**config.mk**
```make
export PLATFORM = sky130hd
export DESIGN_NAME = bt_cmd_ctrl
export DESIGN_NICKNAME = d
export VERILOG_FILES = /design/src/rtl/bt_pkg.sv /design/src/rtl/bt_timeout_cnt.sv /design/src/rtl/bt_cmd_ctrl.sv
export SDC_FILE = /design/constraint.sdc
export NUM_CORES = 1
export LEC_CHECK = 0
export ABC_CLOCK_PERIOD_IN_PS = 2800
export CORE_ASPECT_RATIO = 1.25
export CORE_MARGIN = 5
export CORE_UTILIZATION = 43
export CTS_CLUSTER_DIAMETER = 30
export DETAILED_ROUTE_END_ITERATION = 16
export DONT_BUFFER_PORTS = 1
export GPL_ROUTABILITY_DRIVEN = 1
export PLACE_DENSITY = 0.55
export SYNTH_ARGS = -nofsm -noshare
export SYNTH_HDL_FRONTEND = slang
export SYNTH_SLANG_ARGS = --single-unit
```
**constraint.sdc**
```tcl
create_clock -name clk -period 2.8 [get_ports clk]
set_input_delay 0.42 -clock clk [delete_from_list [all_inputs] [get_ports clk]]
set_output_delay 0.42 -clock clk [all_outputs]
set_load 0.03 [all_outputs]
```
**src/rtl/bt_pkg.sv**
```systemverilog
// Shared types and constants for the HC-05 command controller.
package bt_pkg;

  typedef enum logic [2:0] {
    S_IDLE, S_GET_CMD, S_GET_ARG, S_GET_CHK, S_EXEC, S_TX_BYTE, S_TX_WAIT
  } state_t;

  localparam logic [7:0] CMD_QUERY = 8'h01;
  localparam logic [7:0] CMD_OPEN  = 8'h02;
  localparam logic [7:0] CMD_CLOSE = 8'h03;

  localparam logic [7:0] ST_OK     = 8'h00;
  localparam logic [7:0] ST_BADCHK = 8'hEE;
  localparam logic [7:0] ST_BADCMD = 8'hEF;

  localparam logic [7:0] HDR_RX_DEF = 8'hAA;
  localparam logic [7:0] HDR_TX_DEF = 8'h55;

  function automatic logic is_known(input logic [7:0] code);
    return (code == CMD_QUERY) || (code == CMD_OPEN) || (code == CMD_CLOSE);
  endfunction

endpackage

```
**src/rtl/bt_timeout_cnt.sv**
```systemverilog
// Inter-byte watchdog: counts enabled cycles since the last clear, pulses expire at LIMIT.
module bt_timeout_cnt #(
  parameter int unsigned LIMIT = 2400000
) (
  input  logic clk,
  input  logic reset,
  input  logic clr,
  input  logic en,
  output logic expire
);
  localparam int W = $clog2(LIMIT + 1);
  localparam logic [W-1:0] LIM = W'(LIMIT);

  logic [W-1:0] cnt;

  always_ff @(posedge clk or posedge reset) begin
    if (reset)              cnt <= '0;
    else if (clr || !en)    cnt <= '0;
    else if (cnt != LIM)    cnt <= cnt + W'(1);
  end

  // A clearing byte in the expiry cycle suppresses the pulse.
  assign expire = en && !clr && (cnt == LIM);

endmodule

```
**src/rtl/bt_cmd_ctrl.sv**
```systemverilog
// Command frame parser and reply sequencer for the Bluetooth UART link.
module bt_cmd_ctrl
  import bt_pkg::*;
#(
  parameter int unsigned TIMEOUT_CYC = 2400000,
  parameter logic [7:0]  HDR_RX      = HDR_RX_DEF,
  parameter logic [7:0]  HDR_TX      = HDR_TX_DEF
) (
  input  logic       clk,
  input  logic       reset,
  input  logic [7:0] rx_data,
  input  logic       rx_vld,
  input  logic       tx_ready,
  output logic [7:0] tx_data,
  output logic       tx_vld,
  input  logic [7:0] free_slots,
  output logic [7:0] cmd_code,
  output logic [7:0] cmd_arg,
  output logic       cmd_vld,
  output logic [7:0] err_cnt
);

  state_t     state, nstate;
  logic [1:0] idx;
  logic       first_wait;
  logic [7:0] cmd_r, arg_r, chk_r, stat_r, tx_byte;
  logic       tmo_en, expire, busy, chk_bad, err_ev;

  assign tmo_en  = (state == S_GET_CMD) || (state == S_GET_ARG) || (state == S_GET_CHK);
  assign busy    = (state == S_EXEC) || (state == S_TX_BYTE) || (state == S_TX_WAIT);
  assign chk_bad = (state == S_EXEC) && ((cmd_r ^ arg_r) != chk_r);
  assign err_ev  = (rx_vld && busy) || chk_bad || expire;

  bt_timeout_cnt #(.LIMIT(TIMEOUT_CYC)) u_tmo (
    .clk    (clk),
    .reset  (reset),
    .clr    (rx_vld),
    .en     (tmo_en),
    .expire (expire)
  );

  always_comb begin
    case (idx)
      2'd0:    tx_byte = HDR_TX;
      2'd1:    tx_byte = cmd_r;
      2'd2:    tx_byte = stat_r;
      default: tx_byte = cmd_r ^ stat_r;
    endcase
  end

  always_ff @(posedge clk or posedge reset) begin
    if (reset) state <= S_IDLE;
    else       state <= nstate;
  end

  always_comb begin
    nstate  = state;
    tx_vld  = 1'b0;
    tx_data = 8'h00;
    case (state)
      S_IDLE:    if (rx_vld && rx_data == HDR_RX) nstate = S_GET_CMD;
      S_GET_CMD: if (rx_vld) nstate = S_GET_ARG; else if (expire) nstate = S_IDLE;
      S_GET_ARG: if (rx_vld) nstate = S_GET_CHK; else if (expire) nstate = S_IDLE;
      S_GET_CHK: if (rx_vld) nstate = S_EXEC;    else if (expire) nstate = S_IDLE;
      S_EXEC:    nstate = S_TX_BYTE;
      S_TX_BYTE: begin
        tx_data = tx_byte;
        if (tx_ready) begin
          tx_vld = 1'b1;
          nstate = S_TX_WAIT;
        end
      end
      S_TX_WAIT: if (!first_wait && tx_ready) nstate = (idx == 2'd3) ? S_IDLE : S_TX_BYTE;
      default:   nstate = S_IDLE;
    endcase
  end

  always_ff @(posedge clk or posedge reset) begin
    if (reset) begin
      idx        <= '0;
      first_wait <= 1'b0;
      cmd_r      <= '0;
      arg_r      <= '0;
      chk_r      <= '0;
      stat_r     <= '0;
      cmd_code   <= '0;
      cmd_arg    <= '0;
      cmd_vld    <= 1'b0;
      err_cnt    <= '0;
    end else begin
      cmd_vld <= 1'b0;
      case (state)
        S_GET_CMD: if (rx_vld) cmd_r <= rx_data;
        S_GET_ARG: if (rx_vld) arg_r <= rx_data;
        S_GET_CHK: if (rx_vld) begin
          chk_r <= rx_data;
          // Decided on the CHK edge so the pulse and the new code/arg are visible together in EXEC.
          if (((cmd_r ^ arg_r) == rx_data) && is_known(cmd_r)) begin
            cmd_vld  <= 1'b1;
            cmd_code <= cmd_r;
            cmd_arg  <= arg_r;
          end
        end
        S_EXEC: begin
          idx <= '0;
          if (chk_bad)                 stat_r <= ST_BADCHK;
          else if (cmd_r == CMD_QUERY) stat_r <= free_slots;
          else if (is_known(cmd_r))    stat_r <= ST_OK;
          else                         stat_r <= ST_BADCMD;
        end
        S_TX_BYTE: if (tx_ready) first_wait <= 1'b1;
        S_TX_WAIT: begin
          if (first_wait)    first_wait <= 1'b0;
          else if (tx_ready) idx <= idx + 2'd1;
        end
        default: ;
      endcase
      if (err_ev && err_cnt != 8'hFF) err_cnt <= err_cnt + 8'd1;
    end
  end

endmodule

```
## Yosys cells after proc, flatten, opt, wreduce, memory -nomap -nowiden

Index checks and enable logic that the tools add are counted.

- ROM bits: 0
- RAM bits: 0
- Memories kept: 0
- Bits in registers: 85
- Word-level logic and storage cells: 98
- Input bits: 20
- Latch bits: 0
- Output and inout bits: 34

- Equal/unequal tests: 23
- Divide/modulo/power cells: 0
- Reduce and logical (&&, ||, !) cells: 32
- Shifts and indexed selects: 0
- Muxes and demuxes: 26
- Multiply operators: 0
- $add $sub $neg: 3
- Magnitude comparators: 0
- Bitwise logic cells: 2

Operator list:

| operator | number |
|---|---|
| 2-to-1 mux 22 bit | 2 |
| 2-to-1 mux 8 bit | 4 |
| 2-to-1 mux 3 bit | 8 |
| one-hot mux 8 bit (3 select lines) | 1 |
| adder 22 x 1 -> 22 bit, second input constant | 1 |
| == test 22 bit, second input constant | 1 |
| != test 22 bit, second input constant | 1 |
| one-hot mux 3 bit (7 select lines) | 1 |
| == test 8 x 2 -> 1 bit, second input constant | 2 |
| XOR 8 bit | 2 |
| == test 3 bit, second input constant | 3 |
| logical OR 1 bit | 9 |
| AND reduction 3 bit | 3 |
| adder 8 x 1 -> 8 bit, second input constant | 1 |
| == test 8 x 1 -> 1 bit, second input constant | 1 |
| == test 8 bit | 1 |
| == test 8 bit, second input constant | 1 |
| logical AND 1 bit | 8 |
| != test 2 bit, second input constant | 4 |
| != test 8 bit | 1 |
| != test 8 bit, second input constant | 1 |
| AND reduction 2 bit | 4 |
| == test 3 x 2 -> 1 bit, second input constant | 2 |
| 2-to-1 mux 1 bit | 6 |
| other kinds (12) | 18 |

## Longest topological paths before layout

- Word-level depth: 8
- Gate-level depth with buffers: 8

## Hierarchy

Synthesis repeated with hierarchy kept, for this count alone.

- Cells, all modules: 447
- Area, all modules: 4662.0 um^2

By module, submodules not included:

| module | times used | area an instance (um^2) | cells each | sequential area each (um^2) |
|---|---|---|---|---|
| bt_cmd_ctrl | 1 | 3459.6 | 319 | 1576.5 |
| bt_timeout_cnt | 1 | 1202.4 | 128 | 550.5 |

## Least setup slack after synthesis

No wires, ideal clock.

- Path type: register to output
- Start: register idx[0]
- End: output port tx_data[0]
- Required time: 2380 ps
- Path buffers: 1
- Arrival: 1718 ps
- Cell stages (with the launch flop): 6
- Path slack: 662 ps
- Cell sequence: dfrtp_1 ha_1 clkbuf_1 nor2b_1 o21ai_0 a31oi_1

- Longest elaborated chain between the ends: 3
- Elaborated cells between the ends (all ways): 5

Ends and longest elaborated chain:

| what | RTL line | source |
|---|---|---|
| start, declared | bt_cmd_ctrl.sv:24 | `logic [1:0] idx;` |
| start signal, assigned | bt_cmd_ctrl.sv:114 | `else if (tx_ready) idx <= idx + 2'd1;` |
| == test 2 bit (tied with other cells) | bt_cmd_ctrl.sv:43 | `case (idx)` |
| one-hot mux 8 bit (3 select lines) (*) | bt_cmd_ctrl.sv:43 |  |
| 2-to-1 mux 8 bit (*) | bt_cmd_ctrl.sv:60 | `case (state)` |
| end, declared | bt_cmd_ctrl.sv:14 | `output logic [7:0] tx_data,` |

Mark *: on every way between the ends. The rest lies on a longest branch, timed or not.

## Worst setup path in the final report

- Start: register idx[0]
- End: output port tx_data[6]

Same word-level chain as after synthesis.

==> results.ini <==
[floorplanning]
dieWidth_um=101
core_area_mm2=0.0101
dieArea_mm2=0.0125
die_h_um=124
core.rowCount=41
io_pins=54
start_util_pct=44.0

[yosys]
yosys.area_share.xor_xnor_pct=12.1
synth-edff-count=0
synth_cells=417
synth_ff_type=dfrtp_1
synth_compound_area_share_pct=7.15
synthTopCellsByCount=dfrtp_1, nor2_1, mux2_2
syn_area_per_cell_um2=10.7
synthTopCellsByArea=dfrtp_1, mux2_2, xnor2_1, xnor3_1, xor2_1
ys_ff_latch=85
synthMostInstantiatedCell=dfrtp_1
synth_cell_types=49
yosysWarnings=0
synth_top_family_by_area=simple AND/OR/NAND/NOR gates
synth-async-reset-ratio_pct=100
synth.top_cell.area_share_pct=47.9
yosys.area.top_type=dfrtp_1
netlist_area_mm2=0.00444
synth-seq-area-share_pct=47.9
synth_adder_area_share_pct=1.97
synthSimpleGateAreaFrac_pct=19.5
synth.area.mux_share_pct=9.35
synth_fp_nets=444

[cells_and_area]
area_growth_pct=12.1
final_nets=456
drive_above_1_share_pct=16.1
instances_no_fill=563
diodes=0
nFillCells=936

[global_routing]
grt_start_max_net_pins=36
grtUsageTotal_pct=16.5
antenna_found_initial=0
grt_pass1_wl_um=15800
overflow=0
grt_pass1_vias=3144

[detailed_routing]
finalWirelength_um=9540
drtIter0Drc=105
via_count=3031
drcViolationCount=0
drt_first_pass_iters=4
viasPerCell=5.38
drtAntennaViolNets=0
routedWlPerCell_um=17.0

[setup_path]
worstSetupPathType=reg2out
cp_max_fo=22
critPathBufInv=0
crit_arrival_ns=2.19
r2r_slack_ns=0.52
crit_cells=5
critPathRequiredTime_ns=2.38
crit_family=compound AO/OA/AOI/OAI gates
slowest_delay_ns=0.56
reg2reg_to=cmd_arg[5]$_DFFE_PP0P_
crit_path_start=idx[0]$_DFFE_PP0P_
worstSetupEndpointType=output port
path_cells=ha_1 -> a211oi_1 -> nor2b_1 -> a311oi_1 -> o21a_1
reg2reg_depth=7
start_kind=flip-flop
crit_slowest_cell=ha_1
endpoint=tx_data[6]
critical_path.reg2reg.startpoint=cmd_r[4]$_DFFE_PP0P_

[run_status]
outcome=completed

[placement]
place.gp.congestion=0.772
dpl.cell_count=547
place.detailed.hpwl_um=6990
io_buffers=0

[clock_network]
clockRootBuffer=clkbuf_16
cts_max_level=3
holdBufCountCts=0
cts_made_buffers=9
clockBufferDepth=2
clkSlewWorstSetupHoldPaths_ns=0.07
clock-sinks=85
cts_tree=done
insertion_delay_ns=0.35

[pwr]
p_per_area_mw_per_mm2=867
irDropWorstVdd_uv=329
leakage_uw=0.00215

[sta]
drv_slew=0
relSlewSlack_pct=46.7
worst_pin_slew_ns=0.796
skew_ns=0.00984
hold_viol=0
grt_setup_unrepaired=false
layout_worst_path_cycle_share_pct=93.3
tns_ns=0
fmax_mhz=383
min_period_ns=2.61
setup_viol_count_final=0

[hold_path]
hold_class=in2async

[job]
maxCapViolCount=0

## routing by layer
layer / GRT usage (%) / wire length (µm) / up-vias
li1: - / - / 1481
met1: 18.6 / 3930 / 1488
met2: 29.5 / 5010 / 46
met3: 4.31 / 406 / 16
met4: 6.65 / 204 / 0
met5: 0 / 0 / -
## worst min path at each step
stage,slack (ns),cells past startpoint,endpoint,startpoint
after floorplan,0.47,2,stat_r[0]$_DFFE_PP0P_,stat_r[0]$_DFFE_PP0P_
after global placement,0.42,1,arg_r[4]$_DFFE_PP0P_,reset
final,0.02,1,arg_r[4]$_DFFE_PP0P_,reset
after CTS,0.04,1,arg_r[4]$_DFFE_PP0P_,reset
after detailed placement,0.42,1,arg_r[4]$_DFFE_PP0P_,reset
after global routing,0.07,1,arg_r[4]$_DFFE_PP0P_,reset
## worst register-to-register path, cell delays in order, from the launching register on
cell and delay, ns:
dfrtp_1 0.47, nor4_1 0.32, nand2_1 0.16, nor2_2 0.19, nand4b_1 0.17, nor4b_4 0.23
buf_4 0.26, mux2_2 0.36
## power breakdown
part	total, µW	internal [µW]	leakage (µW)	switching, µW
Clock	1250	715	0.000155	537
Sequential	1790	1450	0.00110	349
Combinational	1270	729	0.000893	541
Total	4320	2890	0.00215	1430
## cell usage in the layout (no fill, tap or decap), drive strengths merged, types with 3 or more instances in the layout
cell,instances
xor2,19
and3,6
nor2,42
mux2,36
nand4,7
inv,13
nand2b,5
o21ai,22
nor4,4
or2,3
ha,7
nor4b,4
nand3,16
a31oi,5
xnor3,8
nor2b,26
dfrtp,85
nor3,5
buf,14
nor4bb,3
nand2,30
xnor2,22
clkbuf,9
or4,3
a21oi,15
## area by class of cell
class / count / area (µm²) / area share [%]
Multi-Input combinational cell: 310 / 2230 / 44.7
Sequential cell: 85 / 2130 / 42.7
Clock buffer: 9 / 225 / 4.52
Tap cell: 129 / 161 / 3.24
Timing Repair Buffer: 14 / 118 / 2.36
Clock inverter: 7 / 87.6 / 1.76
Inverter: 9 / 35.0 / 0.703
## cells by family (layout without fill, tap and decap cells)
| family | after synthesis | after routing |
|---|---|---|
| compound gates | 55 | 55 |
| flops | 85 | 85 |
| xor+xnor | 49 | 49 |
| fa+ha+maj | 7 | 7 |
| mux | 37 | 37 |
| buf+inv | 22 | 39 |
| simple gates | 162 | 162 |
## state kept, by name, summed over array words and instances, names as in the netlist
register	flops
cmd_r	8
first_wait	1
cmd_vld	1
cmd_code	8
u_tmo.cnt	22
idx	2
err_cnt	8
cmd_arg	8
arg_r	8
state	3
chk_r	8
stat_r	8
## metrics by stage
stage	instance area, µm²	worst slack, ns	total power, µW	util (%)	hold slack, ns
global route	4980	0.0303	4600	49.3	0.0699
detailed placement	4670	0.527	3100	46.2	0.417
finish	4980	0.187	4320	49.3	0.0187
global placement	4670	0.539	3070	46.2	0.417
floorplan	4440	0.187	2810	-	0.466
CTS	4980	0.197	4380	49.3	0.0404
## timing repair
action | 4_1_cts | 5_1_grt
resized for setup | 0 | 1
endpoints found under the hold margin | 0 | 0
buffers inserted | 0 | 0
endpoints found under the setup margin | 0 | 4
Note: power is estimated with default switching activity, not from simulation.
